===== src/rtl/riscv_ctrl_pkg.sv =====
// Shared definitions for the RV32I multicycle controller: states, opcodes and
// datapath select encodings.
package riscv_ctrl_pkg;

   typedef enum logic [3:0] {
      S_FETCH    = 4'd0,
      S_DECODE   = 4'd1,
      S_MEMADR   = 4'd2,
      S_MEMREAD  = 4'd3,
      S_MEMWB    = 4'd4,
      S_MEMWRITE = 4'd5,
      S_EXECUTER = 4'd6,
      S_EXECUTEI = 4'd7,
      S_ALUWB    = 4'd8,
      S_JAL      = 4'd9,
      S_BEQ      = 4'd10,
      S_ILLEGAL  = 4'd11
   } state_e;

   localparam logic [6:0] OP_LW  = 7'b0000011;
   localparam logic [6:0] OP_SW  = 7'b0100011;
   localparam logic [6:0] OP_R   = 7'b0110011;
   localparam logic [6:0] OP_I   = 7'b0010011;
   localparam logic [6:0] OP_JAL = 7'b1101111;
   localparam logic [6:0] OP_BEQ = 7'b1100011;

   localparam logic [1:0] ALUSRCA_PC    = 2'b00;
   localparam logic [1:0] ALUSRCA_OLDPC = 2'b01;
   localparam logic [1:0] ALUSRCA_RS1   = 2'b10;

   localparam logic [1:0] ALUSRCB_RS2  = 2'b00;
   localparam logic [1:0] ALUSRCB_IMM  = 2'b01;
   localparam logic [1:0] ALUSRCB_FOUR = 2'b10;

   localparam logic [1:0] RESULTSRC_ALUOUT    = 2'b00;
   localparam logic [1:0] RESULTSRC_DATA      = 2'b01;
   localparam logic [1:0] RESULTSRC_ALURESULT = 2'b10;

   localparam logic [1:0] ALUOP_ADD   = 2'b00;
   localparam logic [1:0] ALUOP_SUB   = 2'b01;
   localparam logic [1:0] ALUOP_FUNCT = 2'b10;

   localparam logic [1:0] IMMSRC_I = 2'b00;
   localparam logic [1:0] IMMSRC_S = 2'b01;
   localparam logic [1:0] IMMSRC_B = 2'b10;
   localparam logic [1:0] IMMSRC_J = 2'b11;

endpackage


===== src/rtl/instr_dec.sv =====
// Opcode to immediate-format decoder; purely combinational so the pipelined
// core can reuse it in its decode stage.
module instr_dec
   import riscv_ctrl_pkg::*;
(
   input  logic [6:0] op,
   output logic [1:0] immsrc
);

   always_comb begin
      immsrc = IMMSRC_I;
      case (op)
         OP_SW:   immsrc = IMMSRC_S;
         OP_BEQ:  immsrc = IMMSRC_B;
         OP_JAL:  immsrc = IMMSRC_J;
         default: immsrc = IMMSRC_I;
      endcase
   end

endmodule


===== src/rtl/main_fsm.sv =====
// Multicycle RV32I control FSM: sequences fetch/decode/execute/memory/writeback
// and drives the datapath selects and write strobes.
//
// state      | meaning
// FETCH      | read instruction at PC, PC += 4 on mem_ready
// DECODE     | read registers, compute branch/jump target into ALUOut
// MEMADR     | compute load/store address rs1 + imm
// MEMREAD    | load data read, waits for mem_ready
// MEMWB      | write loaded data to rd
// MEMWRITE   | store write request held until mem_ready
// EXECUTER   | register-register ALU operation
// EXECUTEI   | register-immediate ALU operation
// ALUWB      | write ALUOut to rd
// JAL        | PC <= target, compute OldPC + 4 for the link
// BEQ        | compare rs1/rs2, take branch when zero
// ILLEGAL    | unknown opcode trap, left only by reset
module main_fsm
   import riscv_ctrl_pkg::*;
#(
   parameter bit ILLEGAL_HALT = 1'b1
) (
   input  logic       clk,
   input  logic       reset,
   input  logic [6:0] op,
   input  logic       zero,
   input  logic       mem_ready,
   output logic       pcwrite,
   output logic       adrsrc,
   output logic       memwrite,
   output logic       irwrite,
   output logic [1:0] resultsrc,
   output logic [1:0] alusrca,
   output logic [1:0] alusrcb,
   output logic [1:0] aluop,
   output logic [1:0] immsrc,
   output logic       regwrite,
   output logic       illegal_instr,
   output logic       instr_done
);

   state_e     state_q, state_d;
   logic       illegal_q, illegal_d;

   logic       pcupdate, branch;
   logic       adrsrc_c, memwrite_c, irwrite_c, regwrite_c, done_c;
   logic [1:0] resultsrc_c, alusrca_c, alusrcb_c, aluop_c;

   instr_dec u_instr_dec (
      .op     (op),
      .immsrc (immsrc)
   );

   always_ff @(posedge clk or posedge reset) begin
      if (reset) begin
         state_q   <= S_FETCH;
         illegal_q <= 1'b0;
      end else begin
         state_q   <= state_d;
         illegal_q <= illegal_d;
      end
   end

   always_comb begin
      state_d     = state_q;
      illegal_d   = illegal_q;
      pcupdate    = 1'b0;
      branch      = 1'b0;
      adrsrc_c    = 1'b0;
      memwrite_c  = 1'b0;
      irwrite_c   = 1'b0;
      regwrite_c  = 1'b0;
      done_c      = 1'b0;
      resultsrc_c = 2'b00;
      alusrca_c   = 2'b00;
      alusrcb_c   = 2'b00;
      aluop_c     = 2'b00;
      case (state_q)
         S_FETCH: begin
            alusrca_c   = ALUSRCA_PC;
            alusrcb_c   = ALUSRCB_FOUR;
            aluop_c     = ALUOP_ADD;
            resultsrc_c = RESULTSRC_ALURESULT;
            irwrite_c   = mem_ready;
            pcupdate    = mem_ready;
            if (mem_ready) state_d = S_DECODE;
         end
         S_DECODE: begin
            alusrca_c = ALUSRCA_OLDPC;
            alusrcb_c = ALUSRCB_IMM;
            aluop_c   = ALUOP_ADD;
            case (op)
               OP_LW, OP_SW: state_d = S_MEMADR;
               OP_R:         state_d = S_EXECUTER;
               OP_I:         state_d = S_EXECUTEI;
               OP_JAL:       state_d = S_JAL;
               OP_BEQ:       state_d = S_BEQ;
               default: begin
                  illegal_d = 1'b1;
                  if (ILLEGAL_HALT) begin
                     state_d = S_ILLEGAL;
                  end else begin
                     state_d = S_FETCH;
                     done_c  = 1'b1;
                  end
               end
            endcase
         end
         S_MEMADR: begin
            alusrca_c = ALUSRCA_RS1;
            alusrcb_c = ALUSRCB_IMM;
            aluop_c   = ALUOP_ADD;
            state_d   = op[5] ? S_MEMWRITE : S_MEMREAD;
         end
         S_MEMREAD: begin
            adrsrc_c    = 1'b1;
            resultsrc_c = RESULTSRC_ALUOUT;
            if (mem_ready) state_d = S_MEMWB;
         end
         S_MEMWB: begin
            resultsrc_c = RESULTSRC_DATA;
            regwrite_c  = 1'b1;
            done_c      = 1'b1;
            state_d     = S_FETCH;
         end
         S_MEMWRITE: begin
            adrsrc_c    = 1'b1;
            resultsrc_c = RESULTSRC_ALUOUT;
            memwrite_c  = 1'b1;
            if (mem_ready) begin
               done_c  = 1'b1;
               state_d = S_FETCH;
            end
         end
         S_EXECUTER: begin
            alusrca_c = ALUSRCA_RS1;
            alusrcb_c = ALUSRCB_RS2;
            aluop_c   = ALUOP_FUNCT;
            state_d   = S_ALUWB;
         end
         S_EXECUTEI: begin
            alusrca_c = ALUSRCA_RS1;
            alusrcb_c = ALUSRCB_IMM;
            aluop_c   = ALUOP_FUNCT;
            state_d   = S_ALUWB;
         end
         S_ALUWB: begin
            resultsrc_c = RESULTSRC_ALUOUT;
            regwrite_c  = 1'b1;
            done_c      = 1'b1;
            state_d     = S_FETCH;
         end
         S_JAL: begin
            alusrca_c   = ALUSRCA_OLDPC;
            alusrcb_c   = ALUSRCB_FOUR;
            aluop_c     = ALUOP_ADD;
            resultsrc_c = RESULTSRC_ALUOUT;
            pcupdate    = 1'b1;
            state_d     = S_ALUWB;
         end
         S_BEQ: begin
            alusrca_c   = ALUSRCA_RS1;
            alusrcb_c   = ALUSRCB_RS2;
            aluop_c     = ALUOP_SUB;
            resultsrc_c = RESULTSRC_ALUOUT;
            branch      = 1'b1;
            done_c      = 1'b1;
            state_d     = S_FETCH;
         end
         S_ILLEGAL: begin
            state_d = S_ILLEGAL;
         end
         default: begin
            // unused encodings look like FETCH but never strobe
            alusrca_c   = ALUSRCA_PC;
            alusrcb_c   = ALUSRCB_FOUR;
            aluop_c     = ALUOP_ADD;
            resultsrc_c = RESULTSRC_ALURESULT;
            state_d     = S_FETCH;
         end
      endcase
   end

   // Reset must silence strobes immediately, not one edge later.
   assign pcwrite       = ~reset & (pcupdate | (branch & zero));
   assign irwrite       = ~reset & irwrite_c;
   assign memwrite      = ~reset & memwrite_c;
   assign regwrite      = ~reset & regwrite_c;
   assign instr_done    = ~reset & done_c;
   assign adrsrc        = ~reset & adrsrc_c;
   assign resultsrc     = reset ? RESULTSRC_ALURESULT : resultsrc_c;
   assign alusrca       = reset ? ALUSRCA_PC : alusrca_c;
   assign alusrcb       = reset ? ALUSRCB_FOUR : alusrcb_c;
   assign aluop         = reset ? ALUOP_ADD : aluop_c;
   assign illegal_instr = illegal_q;

endmodule


===== config.mk =====
export PLATFORM = sky130hd
export DESIGN_NAME = main_fsm
export DESIGN_NICKNAME = d
export VERILOG_FILES = /design/src/rtl/riscv_ctrl_pkg.sv /design/src/rtl/instr_dec.sv /design/src/rtl/main_fsm.sv
export SDC_FILE = /design/constraint.sdc
export NUM_CORES = 1
export LEC_CHECK = 0
export ABC_AREA = 1
export CAP_MARGIN = 20
export CORE_UTILIZATION = 35
export CTS_CLUSTER_DIAMETER = 50
export DETAILED_ROUTE_END_ITERATION = 8
export PLACE_DENSITY = 0.72
export SYNTH_ARGS = -nofsm -noshare
export SYNTH_HDL_FRONTEND = slang
export SYNTH_SLANG_ARGS = --single-unit

===== constraint.sdc =====
create_clock -name clk -period 1.5 [get_ports clk]
set_clock_uncertainty 0.1 [all_clocks]
set_input_delay 0.375 -clock clk [delete_from_list [all_inputs] [get_ports clk]]
set_output_delay 0.375 -clock clk [all_outputs]
set_load 0.01 [all_outputs]

==> results of run 1 <==
routing by layer:
| layer | track usage | share of wire | vias to the layer above |
|---|---|---|---|
| met4 | 0.125 | 0.13 | 0 |
| met2 | 0.665 | 0.41 | 144 |
| met3 | 0.0517 | 0.14 | 70 |
| met5 | 0 | 0 | - |
| li1 | - | - | 501 |
| met1 | 0.440 | 0.32 | 585 |
critical path, delay by kind of cell (launching register included):
family / cells / cell delay [ns]
flops: 1 / 0.45
simple gates: 3 / 0.61
buf+inv: 2 / 0.33
through the flow:
stage                     cells  hold WS (ns)  total power, W  worst slack [ns]
after floorplan             102         0.267        0.000918           -0.0188
after global placement      175         0.357         0.00167            -0.785
after detailed placement    175         0.370         0.00171            -0.846
after CTS                   200         0.290         0.00227            -0.354
after global routing        203         0.362         0.00286            -0.611
final                       203         0.339         0.00283            -0.653
placed cells by master, fill, tap and decap left out, types with 3 or more instances in the layout:
cell      synthesis  layout
buf_4             0      45
buf_2             1      17
nand2_1          33      14
buf_6             0      14
nand2_2           1      12
inv_2             4       9
nand2_4           0       8
nor2_4            1       8
nand3_1          14       8
nor2_1           13       8
nand3_2           0       6
clkbuf_4          0       3
dfrtp_2           0       3
synth_stat cells:
library cell   n
a21oi_1        1
a22oi_1        1
a31oi_1        2
buf_2          1
clkbuf_1       1
dfrtp_1        5
inv_1         11
inv_2          4
nand2_1       33
nand2_2        1
nand3_1       14
nand3b_1       2
nor2_1        13
nor2_2         2
nor2_4         1
nor3_1         3
o2111ai_1      1
o211ai_1       1
o21a_1         2
o21ai_0        2
o21bai_1       1
cell families (layout without fill, tap and decap cells):
| group | Yosys count | count (layout) | synth area share |
|---|---|---|---|
| AND/OR/NAND/NOR | 69 | 69 | 0.534 |
| AO/OA/AOI/OAI | 11 | 11 | 0.130 |
| buffers and inverters | 17 | 102 | 0.115 |
| flip-flops | 5 | 5 | 0.221 |
power by group through the flow:
stage | combinational [W] | sequential [W] | clock, W
floorplan | 0.000674 | 0.000244 | 0
global placement | 0.00141 | 0.000258 | 0
detailed placement | 0.00145 | 0.000261 | 0
CTS | 0.00182 | 0.000287 | 0.000163
global route | 0.00237 | 0.000308 | 0.000182
finish | 0.00233 | 0.000311 | 0.000184
cell type report:
cell class	count	area, um^2	share of cell area
repair buffers	83	643	0.439
flip-flops and latches	5	129	0.0880
multi-input cells	80	576	0.393
inverters	15	71.3	0.0487
clock buffers	4	26.3	0.0179
well taps	16	20.0	0.0137
final timing paths:
| kind | from | to | slack [ns] | cells after the start |
|---|---|---|---|---|
| max in group asynchronous | reset | state_q[0] | 0.83 | 3 |
| max | state_q[1] | resultsrc[0] | -0.65 | 5 |
| min in group clk | illegal_instr | illegal_instr | 0.41 | 1 |
| min | reset | state_q[1] | 0.34 | 3 |
| max reg2reg | state_q[3] | state_q[0] | -0.13 | 10 |
| min reg2reg | illegal_instr | illegal_instr | 0.41 | 1 |
registers in the layout (all words and copies together) (netlist names):
name	count
state_q	4
illegal_instr	1
timing repair:
action | CTS | global route
setup endpoints to repair | 19 | 21
setup buffers | 21 | 4
gates resized for setup | 137 | 38
hold endpoints to repair | 0 | 0
pin swaps | 18 | 14
==> flow_summary.ini, run 1 <==
[die]
die_x_um = 42.2
core.rowCount = 14
core_um2 = 1510
top_level_ports = 28
die_area_um2 = 1780
fp.dieH_um = 42.2
initial_core_util = 0.376

[placement]
hpwl_mm = 1.72
place_area_um2 = 1090
portBuffers = 27
gp_congestion = 0.814

[outcome]
status = complete, but fails checks
violations = negative setup slack

[sta]
slew_viol_final = 0
timing.final.crit_period_ns = 2.15
tightest_slew_ns = 0.339
setup_ws_ns = -0.653
setup_viol = 18
fmax_mhz = 464
rsz0062_at_grt = yes
finalCritPeriodShare = 1.44
finalHoldViolCount = 0
relSlewSlack = 0.774
setup_tns_ns = -6.71

[logic_synthesis]
synth_cell_type_count = 21
syn_area_um2 = 567
synth_area_leaders = dfrtp_1, nand2_1, nand3_1
ys_seq_area_frac = 0.221
synth_top_area_share = 0.221
synth-seq-cells = 5
syn_area_per_cell_um2 = 5.56
yosysWarnings = 0
synth_largest_area_cell = dfrtp_1
synth_nets = 113
postSynthCellCount = 102

[power_and_ir_drop]
p_clk_frac = 0.065
intPower_w = 0.00135
ir_drop_mv = 1.38
power_frac_comb = 0.825
p_switching_w = 0.00148
p_leak_nw = 0.786
swShare = 0.522
p_per_area_nw_per_um2 = 1930
power_frac_seq = 0.110

[grt]
antenna_found_initial = 0
grt_pass1_wl_mm = 5.00
grt_max_degree = 8
grt_overflow = 0
track_usage = 0.368
grt_pass1_vias = 1114

[layout]
nets = 199
syn2layout_area_growth_pct = 158
final_util = 0.973
diodes = 0
final_area_um2 = 1470
fill_cells = 24
drive_gt1_frac = 0.738

[setup_path]
worstSetupPathType = reg2out
crit_fanout = 5
max_stage_delay_ns = 0.45
worstPathRequired_ns = 1.02
cp-end-kind = primary output
crit_chain = buf_6 -> nor2_4 -> nand2_1 -> nor2_1 -> buf_2
crit_arrival_ns = 1.68
cpMaxStageDelayCell = dfrtp_2
crit_path_start_kind = flip-flop

[clock_network]
hold_buffers = 0
cts_root_buf = clkbuf_4
clk_latency_ns = 0.27
clk_pin_slew_ns = 0.06
clockBufferDepth = 2
cts.sinks = 5
cts_made_buffers = 3
htreeDepth = 1
cts_tree = built

[worst_hold_path]
hold_path_class = in2async

[drt]
vias = 1300
post_drt_wl_per_cell_um = 23.4
drt-vias-per-instance = 6.40
dr.first_iter.drc_count = 102
first_pass_iters = 5
ant_nets = 0
drc = 0
drt_wl_total_mm = 4.75

[run]
max-cap-violations = 0
No activity file was read; power rests on OpenSTA's default activity.
==> run 2, diff against run 1 <==
GPL_ROUTABILITY_DRIVEN = 0   (was unset)
==> results of run 2 <==
No change in the layout: final DEF, timing and power equal those of run 1.
